File: config.mk
export PLATFORM = sky130hd
export DESIGN_NAME = rob_multi_commit
export DESIGN_NICKNAME = d
export VERILOG_FILES = /design/src/rtl/rob_multi_commit.sv
export SDC_FILE = /design/constraint.sdc
export NUM_CORES = 2
export LEC_CHECK = 0
export CORE_MARGIN = 10
export CORE_UTILIZATION = 55
export CTS_BUF_LIST = sky130_fd_sc_hd__clkbuf_4 sky130_fd_sc_hd__clkbuf_8 sky130_fd_sc_hd__clkbuf_16
export DETAILED_ROUTE_END_ITERATION = 10
export PLACE_DENSITY = 0.76
export SETUP_SLACK_MARGIN = 0.02
export SYNTH_ARGS = -nofsm -noshare
export SYNTH_HDL_FRONTEND = slang
export SYNTH_SLANG_ARGS = --single-unit
File: constraint.sdc
create_clock -name clk -period 6.7 [get_ports clk]
set_input_delay 0.67 -clock clk [delete_from_list [all_inputs] [get_ports clk]]
set_output_delay 0.67 -clock clk [all_outputs]
set_load 0.01 [all_outputs]
File: src/rtl/rob_multi_commit.sv
// In-order retire reorder buffer: one alloc/cycle, CPL_PORTS completions, up to COMMIT_W commits/cycle.
// Commit outputs are combinational from state; a mispredict walks the tail back one squashed entry per cycle.
module rob_multi_commit #(
  parameter int DEPTH     = 32,
  parameter int TAG_W     = $clog2(DEPTH),
  parameter int PREG_W    = 7,
  parameter int PC_W      = 32,
  parameter int COMMIT_W  = 2,
  parameter int CPL_PORTS = 3
) (
  input  logic                        clk,
  input  logic                        reset_n,
  input  logic                        alloc_valid,
  input  logic [PREG_W-1:0]           alloc_pd_new,
  input  logic [PREG_W-1:0]           alloc_pd_old,
  input  logic [PC_W-1:0]             alloc_pc,
  output logic                        alloc_ready,
  output logic [TAG_W-1:0]            alloc_tag,
  input  logic [CPL_PORTS-1:0]        cpl_valid,
  input  logic [CPL_PORTS*TAG_W-1:0]  cpl_tag,
  input  logic                        mispredict,
  input  logic [TAG_W-1:0]            mispredict_tag,
  output logic [COMMIT_W-1:0]         commit_valid,
  output logic [COMMIT_W*PREG_W-1:0]  commit_pd_old,
  output logic [COMMIT_W*PREG_W-1:0]  commit_pd_new,
  output logic [COMMIT_W*PC_W-1:0]    commit_pc,
  output logic                        rec_valid,
  output logic [PREG_W-1:0]           rec_pd_new,
  output logic [PREG_W-1:0]           rec_pd_old,
  output logic                        busy_recover,
  output logic [TAG_W:0]              count
);

  localparam logic [TAG_W:0] FULL = (TAG_W+1)'(DEPTH);

  typedef struct packed {
    logic [PREG_W-1:0] pd_new;
    logic [PREG_W-1:0] pd_old;
    logic [PC_W-1:0]   pc;
  } entry_t;

  typedef enum logic {IDLE = 1'b0, RECOVER = 1'b1} state_t;

  state_t              state, state_nxt;
  logic [TAG_W-1:0]    head, tail, tgt, tgt_nxt;
  logic [TAG_W:0]      cnt;
  logic [DEPTH-1:0]    vld, cmp, vld_nxt, cmp_nxt;
  entry_t              mem [DEPTH];

  logic                alloc_fire, rec_fire;
  logic [TAG_W-1:0]    tail_m1, tail_m2, age_mp, age_tgt;
  logic [TAG_W-1:0]    cidx [COMMIT_W];
  logic [COMMIT_W-1:0] fire;
  logic [TAG_W:0]      n_commit;

  assign tail_m1      = tail - TAG_W'(1);
  assign tail_m2      = tail - TAG_W'(2);
  assign age_mp       = mispredict_tag - head;
  assign age_tgt      = tgt - head;

  assign alloc_ready  = (state == IDLE) && (cnt < FULL) && !mispredict;
  assign alloc_fire   = alloc_valid && alloc_ready;
  assign alloc_tag    = tail;
  assign rec_fire     = (state == RECOVER);
  assign busy_recover = rec_fire;
  assign rec_valid    = rec_fire;
  assign rec_pd_new   = rec_fire ? mem[tail_m1].pd_new : '0;
  assign rec_pd_old   = rec_fire ? mem[tail_m1].pd_old : '0;
  assign count        = cnt;

  // Retire slots form a prefix: one unfinished entry blocks everything younger.
  always_comb begin : commit_sel
    logic chain;
    chain         = (state == IDLE);
    n_commit      = '0;
    fire          = '0;
    commit_pd_old = '0;
    commit_pd_new = '0;
    commit_pc     = '0;
    for (int i = 0; i < COMMIT_W; i++) begin
      cidx[i] = head + TAG_W'(i);
      chain   = chain && (cnt > (TAG_W+1)'(i)) && vld[cidx[i]] && cmp[cidx[i]];
      fire[i] = chain;
      if (chain) begin
        n_commit                          = n_commit + (TAG_W+1)'(1);
        commit_pd_old[i*PREG_W +: PREG_W] = mem[cidx[i]].pd_old;
        commit_pd_new[i*PREG_W +: PREG_W] = mem[cidx[i]].pd_new;
        commit_pc[i*PC_W +: PC_W]         = mem[cidx[i]].pc;
      end
    end
    commit_valid = fire;
  end

  // The walk stops once the entry just above the target has been squashed.
  always_comb begin
    state_nxt = state;
    tgt_nxt   = tgt;
    case (state)
      IDLE: begin
        if (mispredict && vld[mispredict_tag]) begin
          tgt_nxt = mispredict_tag;
          if (tail_m1 != mispredict_tag) state_nxt = RECOVER;
        end
      end
      RECOVER: begin
        if (mispredict && vld[mispredict_tag] && (age_mp < age_tgt)) tgt_nxt = mispredict_tag;
        if (tail_m2 == tgt_nxt) state_nxt = IDLE;
      end
      default: state_nxt = IDLE;
    endcase
  end

  always_comb begin
    vld_nxt = vld;
    cmp_nxt = cmp;
    for (int p = 0; p < CPL_PORTS; p++) begin
      if (cpl_valid[p] && vld[cpl_tag[p*TAG_W +: TAG_W]])
        cmp_nxt[cpl_tag[p*TAG_W +: TAG_W]] = 1'b1;
    end
    for (int i = 0; i < COMMIT_W; i++) begin
      if (fire[i]) begin
        vld_nxt[cidx[i]] = 1'b0;
        cmp_nxt[cidx[i]] = 1'b0;
      end
    end
    if (rec_fire) begin
      vld_nxt[tail_m1] = 1'b0;
      cmp_nxt[tail_m1] = 1'b0;
    end
    if (alloc_fire) begin
      vld_nxt[tail] = 1'b1;
      cmp_nxt[tail] = 1'b0;
    end
  end

  always_ff @(posedge clk or negedge reset_n) begin
    if (!reset_n) begin
      state <= IDLE;
      tgt   <= '0;
      head  <= '0;
      tail  <= '0;
      cnt   <= '0;
      vld   <= '0;
      cmp   <= '0;
    end else begin
      state <= state_nxt;
      tgt   <= tgt_nxt;
      head  <= head + n_commit[TAG_W-1:0];
      cnt   <= cnt + (TAG_W+1)'(alloc_fire) - n_commit - (TAG_W+1)'(rec_fire);
      vld   <= vld_nxt;
      cmp   <= cmp_nxt;
      if (alloc_fire)    tail <= tail + TAG_W'(1);
      else if (rec_fire) tail <= tail_m1;
    end
  end

  // Payload needs no reset: every read is qualified by a valid bit or state.
  always_ff @(posedge clk) begin
    if (alloc_fire) mem[tail] <= entry_t'{pd_new: alloc_pd_new, pd_old: alloc_pd_old, pc: alloc_pc};
  end

endmodule

==> metrics.md <==
| Metric | Value |
|---|---|
| Status | `complete, but fails checks` |
| Failing checks | `DRC` |
| Largest net degree at the start of global routing | `~140` |
| Startpoint types | `flip-flop` |
| Inserted Clock Buffers | `around 160` |
| Switching Share | `slightly below 30%` |
| Drt first-iter violations | `8530` |
| Maximum fanout along the worst path | `49` |
| Crit path time final | `6300 ps` |
| HPWL Detailed | `138000 um` |
| Layout area overhead | `12.4%` |
| Post-synth top flop | `edfxtp_1` |
| Async set or reset register ratio after synthesis | `5.52%` |
| Area of the die | `157000 sq um` |
| Hold Violations, Final | `0` |
| CTS tree | `yes` |
| Synth Warn # | `0` |
| Critical Path AT | `5630 ps` |
| Layout cells sized above 1 | `between 20% and 30%` |
| I/O pin cnt | `~200` |
| # setup viols final | `0` |
| Maximum capacitance violations | `0` |
| Crit share post-route | `94.1%` |
| H-tree levels | `4` |
| Clock power frac | `33.8%` |
| Sw power | `7.71 mW` |
| Synth cell types | `69` |
| Slew Limit Fails | `0` |
| CP required | `6030 ps` |
| Top-count cell post-synth | `edfxtp_1` |
| Pint | `about 19 mW` |
| Combinational power share | `23.3%` |
| Headroom to the max-slew limit | `between 10% and 20%` |
| Routed WL per cell | `38.1 um` |
| Die extent in y | `396 um` |
| Clk_lat worst skew | `830 ps` |
| Antenna viol nets, final | `0` |
| Slew @ Worst Pin | `1300 ps` |
| DRC errors left | `1` |
| Worst Hold Class | `in -> async` |
| Peak supply drop | `between 0.3 and 0.4 mV` |
| Crit. End Element | `output pin` |
| Setup_tns | `0 ps` |
| Leakage power figure | `26.8 nW` |
| Ranking of synthesized cells by area | `edfxtp_1 (57%), mux4_2 (26%), dfrtp_1 (2.8%), nand2_1 (2.1%), nand3_1 (2.1%)` |
| Post-layout net count | `4731` |
| Post-synth EDFFs | `1472` |
| F_max | `around 160 MHz` |
| First-pass GRT wire length | `between 300000 and 400000 um` |
| Seq/Total Area, Yosys | `59.6%` |
| Gate Count Post-Synth | `4522` |
| CTS Sinks | `~1600` |
| Gr ovfl total | `0` |
| RSZ-0062 raised after global routing | `no` |
| Syn_nets | `4641` |
| Worst r2r src | `head[1]` |
| DIE WIDTH | `approximately 400 um` |
| Post-Route WL | `252000 um` |
| Worst R2R Setup Slack | `1310 ps` |
| Root Buffer | `clkbuf_16` |
| Tot GR Track Use | `around a third` |
| Post-synth top area cell | `edfxtp_1` |
| Worst setup path category | `reg -> out` |
| Core area | `about 140000 sq um` |
| Vias per inst | `roughly 7.7` |
| Number of global-route vias before repair | `approximately 51000` |
| Final setup margin | `396 ps` |
| Post-Place Setup Slack | `867 ps` |
| Top cell type's share of synthesized area | `56.8%` |
| Sequential Power Share | `42.8%` |
| Initial Utilization | `55.6%` |
| Num rows | `137` |
| Clk slew on worst S/H paths | `60 ps` |
| Flops & latches, synth | `1558` |
| CTS max path bufs | `3` |
| Initial antenna violation count | `14` |
| First drt pass iteration count | `11` |
| Post-Syn Area per Cell | `17.2 sq um` |
| Clock Skew | `slightly below 50 ps` |
| Vias | `50800` |
| Critical Path Source | `head[1]` |
| Synth top cells by count | `edfxtp_1 (1472), mux4_2 (899), nand2_1 (430)` |
| Port-buffer cells | `194` |
| Placer Congestion | `~0.94` |
| Worst hold slack | `360 ps` |
| Pwr Density | `299 nW/um^2` |
| Syn Std Cell Area | `77800 sq um` |
critical path, stage by stage (launching register included):
cell and delay [ps]:
dfrtp_4 650, inv_1 310, ha_4 680, buf_4 560, buf_8 520, mux4_2 350, nand2_1 50, nand3_1 160
nand3_1 100, a21oi_1 660, clkdlybuf4s50_1 680
final cells by class:
cell class	count	area, sq um
Clock buffer	187	4260
Tap cell	1876	2350
Timing Repair Buffer	303	3200
Fill cell	9504	52500
Multi-Input combinational cell	2558	30200
Clock inverter	110	963
Antenna cell	5	12.5
Inverter	29	109
Sequential cell	1558	46400
state kept, by name, indices dropped and copies added, names as in the netlist:
register and count:
cmp 32, vld 32, tgt 5, alloc_tag 5, busy_recover 1, mem 1472, head 5, count 6
what timing repair did:
action	in CTS	in global routing
setup endpoints to repair	0	10
buffers inserted	0	0
endpoints found under the hold margin	34	0
hold buffers	1	0
gates resized for setup	0	4
per-layer routing:
layer / track usage [%] / vias to the layer above / routed length (um)
li1: - / 19300 / -
met1: 41.3 / 25900 / 82200
met2: 47.7 / 4611 / 115000
met3: 10.5 / 1017 / 39100
met4: 16.9 / 20 / 16400
met5: 0 / - / 115
path summary, 6_finish.rpt:
| check | endpoint | cells after the start |
|---|---|---|
| worst min register to register | tgt[2] | 1 |
| max in group asynchronous | cmp[9] | 3 |
| min in group clk | tgt[2] | 1 |
| worst max-delay path | commit_pd_old[8] | 10 |
| worst max register to register | count[5] | 18 |
| worst min-delay path | cmp[2] | 2 |
placed cells by master, fill, tap and decap left out, drive strengths merged, types with 22 or more instances in the layout:
master,instances
a21oi,65
clkbuf,187
a21o,22
clkinv,77
xnor2,22
buf,109
clkdlybuf4s50,193
a31oi,30
nand2,430
mux4,902
o22ai,239
inv,38
dfrtp,86
edfxtp,1472
nor2,123
or4,50
nor3,29
ha,40
nand3,319
cell families (layout without fill, tap and decap cells):
kind of cell	after synthesis	in the layout	share of synthesized area, %
DFF	1558	1558	59.6
buffers and inverters	406	629	2.20
AOI/OAI and AO/OA	505	505	4.35
muxes	926	926	26.4
adders and majority gates	46	46	0.797
and+or+nand+nor	1044	1044	6.25
other	0	5	0
xor gates and xnor gates	37	37	0.416
power by group through the flow:
stage | logic (mW) | clock network, mW | registers (mW)
4_1_cts | 6.00 | 8.92 | 11.2
2_1_floorplan | 3.84 | 0 | 11.2
6_report | 6.11 | 8.87 | 11.2
3_5_place_dp | 5.95 | 0 | 11.4
5_1_grt | 6.37 | 9.33 | 11.2
3_3_place_gp | 5.90 | 0 | 11.4
metrics by stage:
| step | power, mW | cells | utilization (%) | instance area, sq um |
|---|---|---|---|---|
| 3_5_place_dp | 17.4 | 6322 | 58.7 | 82200 |
| 5_1_grt | 26.9 | 6623 | 62.5 | 87500 |
| 2_1_floorplan | 15.1 | 4522 | - | 77800 |
| 3_3_place_gp | 17.3 | 6322 | 58.7 | 82200 |
| 6_report | 26.2 | 6626 | 62.5 | 87500 |
| 4_1_cts | 26.1 | 6620 | 62.4 | 87500 |
Power figures use the tool's default switching activity.
